**src/rtl/riscv_fetch_unit.sv**
```systemverilog
// ============================================================================
// riscv_fetch_unit : PC owner, imem request FSM and DEPTH-entry instruction FIFO
// Rev 1.0
// ============================================================================
`default_nettype none

module riscv_fetch_unit #(
  parameter int unsigned     XLEN         = 32,
  parameter logic [XLEN-1:0] RESET_VECTOR = {XLEN{1'b0}},
  parameter int unsigned     DEPTH        = 2
) (
  input  logic            clk,
  input  logic            reset_n,
  output logic            imem_req_valid,
  input  logic            imem_req_ready,
  output logic [XLEN-1:0] imem_req_addr,
  input  logic            imem_rsp_valid,
  input  logic [31:0]     imem_rsp_data,
  input  logic            redirect_valid,
  input  logic [XLEN-1:0] redirect_base,
  input  logic [XLEN-1:0] redirect_offset,
  output logic            inst_valid,
  input  logic            inst_ready,
  output logic [31:0]     inst_data,
  output logic [XLEN-1:0] inst_pc,
  output logic            fetch_misaligned,
  output logic [XLEN-1:0] fetch_pc
);

  localparam int unsigned     PTR_W     = (DEPTH > 1) ? $clog2(DEPTH) : 1;
  localparam int unsigned     CNT_W     = PTR_W + 1;
  localparam logic [CNT_W-1:0] DEPTH_CNT = CNT_W'(DEPTH);

  typedef enum logic [2:0] {
    ST_IDLE     = 3'd0,
    ST_REQ      = 3'd1,
    ST_WAIT_RSP = 3'd2,
    ST_DROP     = 3'd3,
    ST_HALT     = 3'd4
  } state_e;

  state_e            state_q, state_d;
  logic [XLEN-1:0]   pc_q, pc_d;
  logic [XLEN-1:0]   req_pc_q, req_pc_d;
  logic              misaligned_q, misaligned_d;
  logic              halt_after_drop_q, halt_after_drop_d;

  logic [31:0]       fifo_data_q [DEPTH];
  logic [31:0]       fifo_data_d [DEPTH];
  logic [XLEN-1:0]   fifo_pc_q   [DEPTH];
  logic [XLEN-1:0]   fifo_pc_d   [DEPTH];
  logic [PTR_W-1:0]  wr_ptr_q, wr_ptr_d;
  logic [PTR_W-1:0]  rd_ptr_q, rd_ptr_d;
  logic [CNT_W-1:0]  count_q, count_d;

  logic [XLEN-1:0]   target;
  logic              req_fire;
  logic              push;
  logic              pop;
  logic              outstanding;
  logic              issue_ok;

  // Bit 0 of a jump target is architecturally ignored; bit 1 is a fault.
  assign target      = (redirect_base + redirect_offset) & ~XLEN'(1);
  assign req_fire    = (state_q == ST_REQ) && imem_req_ready;
  assign issue_ok    = (count_q < DEPTH_CNT);
  assign pop         = (count_q != '0) && inst_ready && !redirect_valid;
  assign push        = (state_q == ST_WAIT_RSP) && imem_rsp_valid && !redirect_valid &&
                       ((count_q != DEPTH_CNT) || pop);
  // A response landing in the same cycle as the redirect retires the old request.
  assign outstanding = req_fire ||
                       (((state_q == ST_WAIT_RSP) || (state_q == ST_DROP)) && !imem_rsp_valid);

  always_comb begin
    fifo_data_d = fifo_data_q;
    fifo_pc_d   = fifo_pc_q;
    wr_ptr_d    = wr_ptr_q;
    rd_ptr_d    = rd_ptr_q;
    count_d     = count_q;
    if (redirect_valid) begin
      wr_ptr_d = '0;
      rd_ptr_d = '0;
      count_d  = '0;
    end else begin
      if (push) begin
        fifo_data_d[wr_ptr_q] = imem_rsp_data;
        fifo_pc_d[wr_ptr_q]   = req_pc_q;
        wr_ptr_d              = wr_ptr_q + PTR_W'(1);
      end
      if (pop) begin
        rd_ptr_d = rd_ptr_q + PTR_W'(1);
      end
      count_d = count_q + CNT_W'(push) - CNT_W'(pop);
    end
  end

  always_comb begin
    state_d           = state_q;
    pc_d              = pc_q;
    req_pc_d          = req_pc_q;
    misaligned_d      = misaligned_q;
    halt_after_drop_d = halt_after_drop_q;
    if (redirect_valid) begin
      pc_d              = target;
      misaligned_d      = target[1];
      halt_after_drop_d = target[1];
      if (outstanding) begin
        state_d = ST_DROP;
      end else if (target[1]) begin
        state_d = ST_HALT;
      end else begin
        state_d = ST_REQ;
      end
    end else begin
      case (state_q)
        ST_IDLE: begin
          if (issue_ok) state_d = ST_REQ;
        end
        ST_REQ: begin
          if (imem_req_ready) begin
            pc_d     = pc_q + XLEN'(4);
            req_pc_d = pc_q;
            state_d  = ST_WAIT_RSP;
          end
        end
        ST_WAIT_RSP: begin
          if (imem_rsp_valid) state_d = (count_d < DEPTH_CNT) ? ST_REQ : ST_IDLE;
        end
        ST_DROP: begin
          if (imem_rsp_valid) state_d = halt_after_drop_q ? ST_HALT : ST_REQ;
        end
        ST_HALT: state_d = ST_HALT;
        default: state_d = ST_IDLE;
      endcase
    end
  end

  always_ff @(posedge clk or negedge reset_n) begin
    if (!reset_n) begin
      state_q           <= ST_IDLE;
      pc_q              <= RESET_VECTOR;
      req_pc_q          <= RESET_VECTOR;
      misaligned_q      <= 1'b0;
      halt_after_drop_q <= 1'b0;
      wr_ptr_q          <= '0;
      rd_ptr_q          <= '0;
      count_q           <= '0;
      for (int i = 0; i < int'(DEPTH); i++) begin
        fifo_data_q[i] <= '0;
        fifo_pc_q[i]   <= '0;
      end
    end else begin
      state_q           <= state_d;
      pc_q              <= pc_d;
      req_pc_q          <= req_pc_d;
      misaligned_q      <= misaligned_d;
      halt_after_drop_q <= halt_after_drop_d;
      wr_ptr_q          <= wr_ptr_d;
      rd_ptr_q          <= rd_ptr_d;
      count_q           <= count_d;
      fifo_data_q       <= fifo_data_d;
      fifo_pc_q         <= fifo_pc_d;
    end
  end

  assign imem_req_valid   = (state_q == ST_REQ);
  assign imem_req_addr    = pc_q & ~XLEN'(3);
  assign inst_valid       = (count_q != '0);
  assign inst_data        = fifo_data_q[rd_ptr_q];
  assign inst_pc          = fifo_pc_q[rd_ptr_q];
  assign fetch_misaligned = misaligned_q;
  assign fetch_pc         = pc_q;

endmodule

`default_nettype wire

```
**config.mk**
```make
export PLATFORM = sky130hd
export DESIGN_NAME = riscv_fetch_unit
export DESIGN_NICKNAME = d
export VERILOG_FILES = /design/src/rtl/riscv_fetch_unit.sv
export SDC_FILE = /design/constraint.sdc
export NUM_CORES = 1
export LEC_CHECK = 0
export CAP_MARGIN = 20
export CORE_UTILIZATION = 50
export CTS_BUF_LIST = sky130_fd_sc_hd__clkbuf_8
export CTS_CLUSTER_DIAMETER = 100
export CTS_CLUSTER_SIZE = 16
export DETAILED_ROUTE_END_ITERATION = 10
export PLACE_DENSITY = 0.79
export SYNTH_ARGS = -nofsm -noshare
export SYNTH_HDL_FRONTEND = slang
export SYNTH_SLANG_ARGS = --single-unit
```
**constraint.sdc**
```tcl
create_clock -name clk -period 3.35 [get_ports clk]
set_input_delay 0.67 -clock clk [delete_from_list [all_inputs] [get_ports clk]]
set_output_delay 0.67 -clock clk [all_outputs]
set_load 0.1 [all_outputs]
```
==> results summary, run 1 <==
In this run the deepest clock path goes through 2 buffers. The number of buffers added to fix hold violations after cts came out at 0. The remaining global-route overflow is 0. The synthesis-to-layout area growth is 25.3%. The repair_antennas step left the layout with diodes totalling 0.

233 I/O pins were placed. The worst register-to-register path ends at state_q[0]. The die is 148 µm wide. The setup slack after placement came out at -0.0767 ns. The run finished with clean final reports.

For the worst setup path, the data arrival time is 3.30 ns. The compound-gate portion of the synthesized area is 0.0920. Of the available clock period, the critical path in the final layout requires 0.878. The clock root buffer is sky130_fd_sc_hd__clkbuf_8.

The startpoint of the lowest-slack register-to-register path is state_q[2]. The sum of met2 wire segment lengths after detailed routing is 11,500 µm. The leakage power came out at 6.30 nW. Across all layers, the routed design uses 8,044 vias. The floorplan step defined a die boundary enclosing 22,000 µm². The kind of end point of the critical path is a flop. The synthesized design contains 0 enable-type register cells. The total of flip-flops plus latches after synthesis is 196.

The number of gates given a new drive strength after cts came out at 0. The HPWL after detailed placement came out at 17,600 µm. The number of max-slew violations in the final report came out at 0. The final weighted congestion in routability-driven placement is 0.878. The fraction of the mapped netlist area in adder cells came out at 0.0405.

In this run the worst path has a maximum fanout of 5. Of the post-synthesis cell area, the part taken by muxes is 0.205. Static timing analysis puts the maximum clock frequency at 340 MHz. STA classifies the critical path startpoint as an input pin. The required time at the worst-slack endpoint came out at 3.71 ns. Setup repair after global routing left no endpoint under its margin. The share of cells above drive strength 1 came out at 0.340.

The post-place instance area came out at 12,900 µm². The initial antenna violation count came out at 0. The number of antenna-violating nets in the routed design came out at 0. The number of maximum-capacitance constraint violations is 0. The final hold violation count is 0. The critical path is of the input pin to flop type. For this run, the total global-route usage over all layers was measured as 0.226. The via count of the first global-routing pass was 7,946. The dominant synthesized flop cell is sky130_fd_sc_hd__dfrtp_1.

The worst hold path belongs to the class input pin to asynchronous set/reset pin. For this configuration, the core starts out at a cell density of 0.508. Traced cell by cell, the critical path runs through clkdlybuf4s50_1 -> and2_1 -> fa_1 -> a21o_2 -> a22oi_1 -> o211ai_2 -> o211ai_1 -> a21oi_1 -> or3_1 -> a31o_1. The final worst setup slack is 0.410 ns. The delay of the slowest cell on the worst path is 0.42 ns. The total number of yosys warnings is 0. Measured in cells, the most critical reg-to-reg path has a length of 11. The net count reported at finish is 1,326. The design area came out at 13,400 µm². The routed length per placed instance came out at 16.3 µm.

The clock-pin transition on the worst setup and hold timing paths came out at 0.10 ns. After synthesis, the largest family of logic cells by area is multiplexers. The post-synthesis share of cell area spent on xor and xnor gates came out at 0.0328. The synthesized instance count came out at 984.

The synthesized area per cell came out at 10.9 µm². The share of the Yosys chip area taken by registers is 0.459. At the pin with the least slew margin, the transition time is 0.966 ns. The row count is 53. The number of DRC violations after detailed routing came out at 0.

The core region is 21,000 µm². Measured along the y axis, the die boundary spans 148 µm. The final period demand of the worst path came out at 2.94 ns. The top routing layer in use is met4. The final setup skew came out at 0.0131 ns. After synthesis the cells add up to 10,700 µm². In the synthesized netlist the async set-or-reset flop fraction comes to 1.00. The DRC violation total after the first TritonRoute iteration came out at 447.

The largest vdd supply drop came out at 0.000579 V. For this run, the detailed router's first-pass iteration total came to 5. The number of buffers created by CTS is 17.

The total met3 wirelength after detailed routing came out at 1340 µm. The tree built by TritonCTS fans out to 196 sinks. The count of final setup violators is 0. The internal reg-to-reg setup slack came out at 0.75 ns. The largest net degree at the start of global routing is 77. The quantity of I/O buffers inserted on ports is 228. The met1 routed wirelength after detailed routing is 10,900 µm.

The areal power density over the cells came out at 944 nW/µm². The total wire length is 24,200 µm. The area fraction in and, or, nand and nor cells after synthesis came out at 0.125. TritonCTS built the clock tree. After detailed routing, the number of vias per cell comes to 5.44. After clock tree synthesis, the setup repair step added 0 buffers. The worst max-slew margin expressed relative to the limit is 0.354.

The slowest stage of the critical path is the sky130_fd_sc_hd__clkdlybuf4s50_1 cell. The source-to-sink clock delay at the later pin of the worst-skew pair came out at 0.47 ns. The clock tree synthesis step divided the H-tree into 4 levels. The number of different library cells used by synthesis comes to 74. The global-route wire length before repair is 39,700 µm.
metrics by stage:
stage / power (mW) / hold slack (ns) / utilization / setup TNS [ns] / cells
3_3_place_gp: 10.8 / 0.479 / 0.614 / -0.0161 / 1446
5_1_grt: 13.2 / 0.249 / 0.637 / 0 / 1478
2_1_floorplan: 9.41 / 0.374 / - / 0 / 987
6_report: 12.6 / 0.211 / 0.637 / 0 / 1478
4_1_cts: 12.7 / 0.221 / 0.637 / 0 / 1478
3_5_place_dp: 10.9 / 0.486 / 0.614 / -0.0767 / 1446
Yosys cell counts (all sizes together), types with 4 or more instances:
cell type  instances  share of area
nand2b             4         0.0023
and4               4         0.0033
a21o               7         0.0053
nor3b              4         0.0033
nor2              40          0.014
xnor2             23          0.019
mux2i              5         0.0047
o21ai             27          0.013
o22ai              4         0.0023
a211oi             4         0.0028
xor2              17          0.014
ha                33          0.039
nand3             21         0.0098
inv               10         0.0035
nand2            139          0.049
nor2b              5         0.0029
nor3              16         0.0075
a21oi             45          0.021
buf               53          0.033
or3                6         0.0035
a31o               4         0.0033
and3              11         0.0067
clkbuf            24         0.0084
o211ai             6         0.0047
mux2             190           0.20
dfrtp            196           0.46
nand4             15         0.0088
o21a               9         0.0063
a211o              4         0.0033
and2               7         0.0043
or2                4         0.0023
per-layer routing:
layer	vias up	GRT usage
met1	3877	0.304
li1	3900	-
met3	23	0.0396
met2	244	0.373
met4	0	0.0660
met5	-	0
report_power, final:
part / leakage, nW / total [mW] / switching (mW) / internal [mW]
clock: 0.230 / 1.79 / 0.823 / 0.970
combinational: 3.55 / 7.18 / 5.32 / 1.86
sequential: 2.53 / 3.67 / 0.590 / 3.08
total: 6.30 / 12.6 / 6.73 / 5.91
flip-flops by register name, indices dropped and copies added, names as in the netlist:
register / flops
fetch_pc: 31
rd_ptr_q: 1
state_q: 3
fifo_data_q: 64
fifo_pc_q: 62
wr_ptr_q: 1
req_pc_q: 31
halt_after_drop_q: 1
count_q: 2
cell usage in the layout (no fill, tap or decap), types with 6 or more instances in the layout:
master	Yosys	routed
sky130_fd_sc_hd__or3_1	6	6
sky130_fd_sc_hd__o21a_1	9	9
sky130_fd_sc_hd__dfrtp_1	196	195
sky130_fd_sc_hd__a21oi_1	45	45
sky130_fd_sc_hd__mux2_2	190	190
sky130_fd_sc_hd__nor3_1	16	16
sky130_fd_sc_hd__buf_12	0	6
sky130_fd_sc_hd__o21ai_0	27	27
sky130_fd_sc_hd__xor2_1	17	17
sky130_fd_sc_hd__buf_4	35	153
sky130_fd_sc_hd__nand4_1	15	15
sky130_fd_sc_hd__and3_1	9	9
sky130_fd_sc_hd__clkdlybuf4s50_1	0	100
sky130_fd_sc_hd__clkbuf_8	0	22
sky130_fd_sc_hd__ha_1	33	33
sky130_fd_sc_hd__xnor2_1	23	23
sky130_fd_sc_hd__inv_1	10	10
sky130_fd_sc_hd__nand3_1	21	21
sky130_fd_sc_hd__nand2_1	139	138
sky130_fd_sc_hd__nor2_1	40	39
critical path: cells and delay by family:
family | cells | cell delay (ns)
buf+inv | 1 | 0.42
compound gates | 6 | 1.30
fa+ha+maj | 1 | 0.40
simple gates | 2 | 0.52
layout make-up:
| cell class | count | area, µm² |
|---|---|---|
| fill | 1716 | 7630 |
| tap | 275 | 344 |
| clock inverter | 11 | 198 |
| inverter | 11 | 41.3 |
| sequential | 196 | 4910 |
| timing repair buffer | 261 | 2290 |
| clock buffer | 21 | 289 |
| multi-input combinational | 703 | 5330 |
worst max-delay path by stage:
| stage | from | to | slack [ns] | cells past startpoint |
|---|---|---|---|---|
| after floorplan | redirect_valid | state_q[0] | 0.37 | 12 |
| after global placement | redirect_base[0] | fetch_pc[30] | -0.02 | 10 |
| after detailed placement | redirect_base[0] | fetch_pc[30] | -0.08 | 10 |
| after CTS | redirect_base[0] | fetch_pc[30] | 0.42 | 10 |
| after global routing | redirect_base[0] | fetch_pc[30] | 0.32 | 10 |
| final | redirect_base[0] | fetch_pc[30] | 0.41 | 10 |
cell families (layout without fill, tap and decap cells):
group / count (synthesis) / in the layout
and+or+nand+nor: 285 / 285
buffers and inverters: 88 / 304
adders and majority gates: 34 / 34
other: 1 / 4
muxes: 195 / 195
xor gates and xnor gates: 40 / 40
DFF: 196 / 196
AOI/OAI and AO/OA: 145 / 145
(Power assumes the default switching activity.)
==> run 2, diff against run 1 <==
--- a/config.mk
+++ b/config.mk
@@ -8,9 +8,9 @@
 export CAP_MARGIN = 20
 export CORE_UTILIZATION = 50
 export CTS_BUF_LIST = sky130_fd_sc_hd__clkbuf_8
-export CTS_CLUSTER_DIAMETER = 100
 export CTS_CLUSTER_SIZE = 16
 export DETAILED_ROUTE_END_ITERATION = 10
+export HOLD_SLACK_MARGIN = 0.03
 export PLACE_DENSITY = 0.79
 export SYNTH_ARGS = -nofsm -noshare
 export SYNTH_HDL_FRONTEND = slang
==> results of run 2 <==
Same layout as run 1: the final DEF is identical, and so are final timing and power.
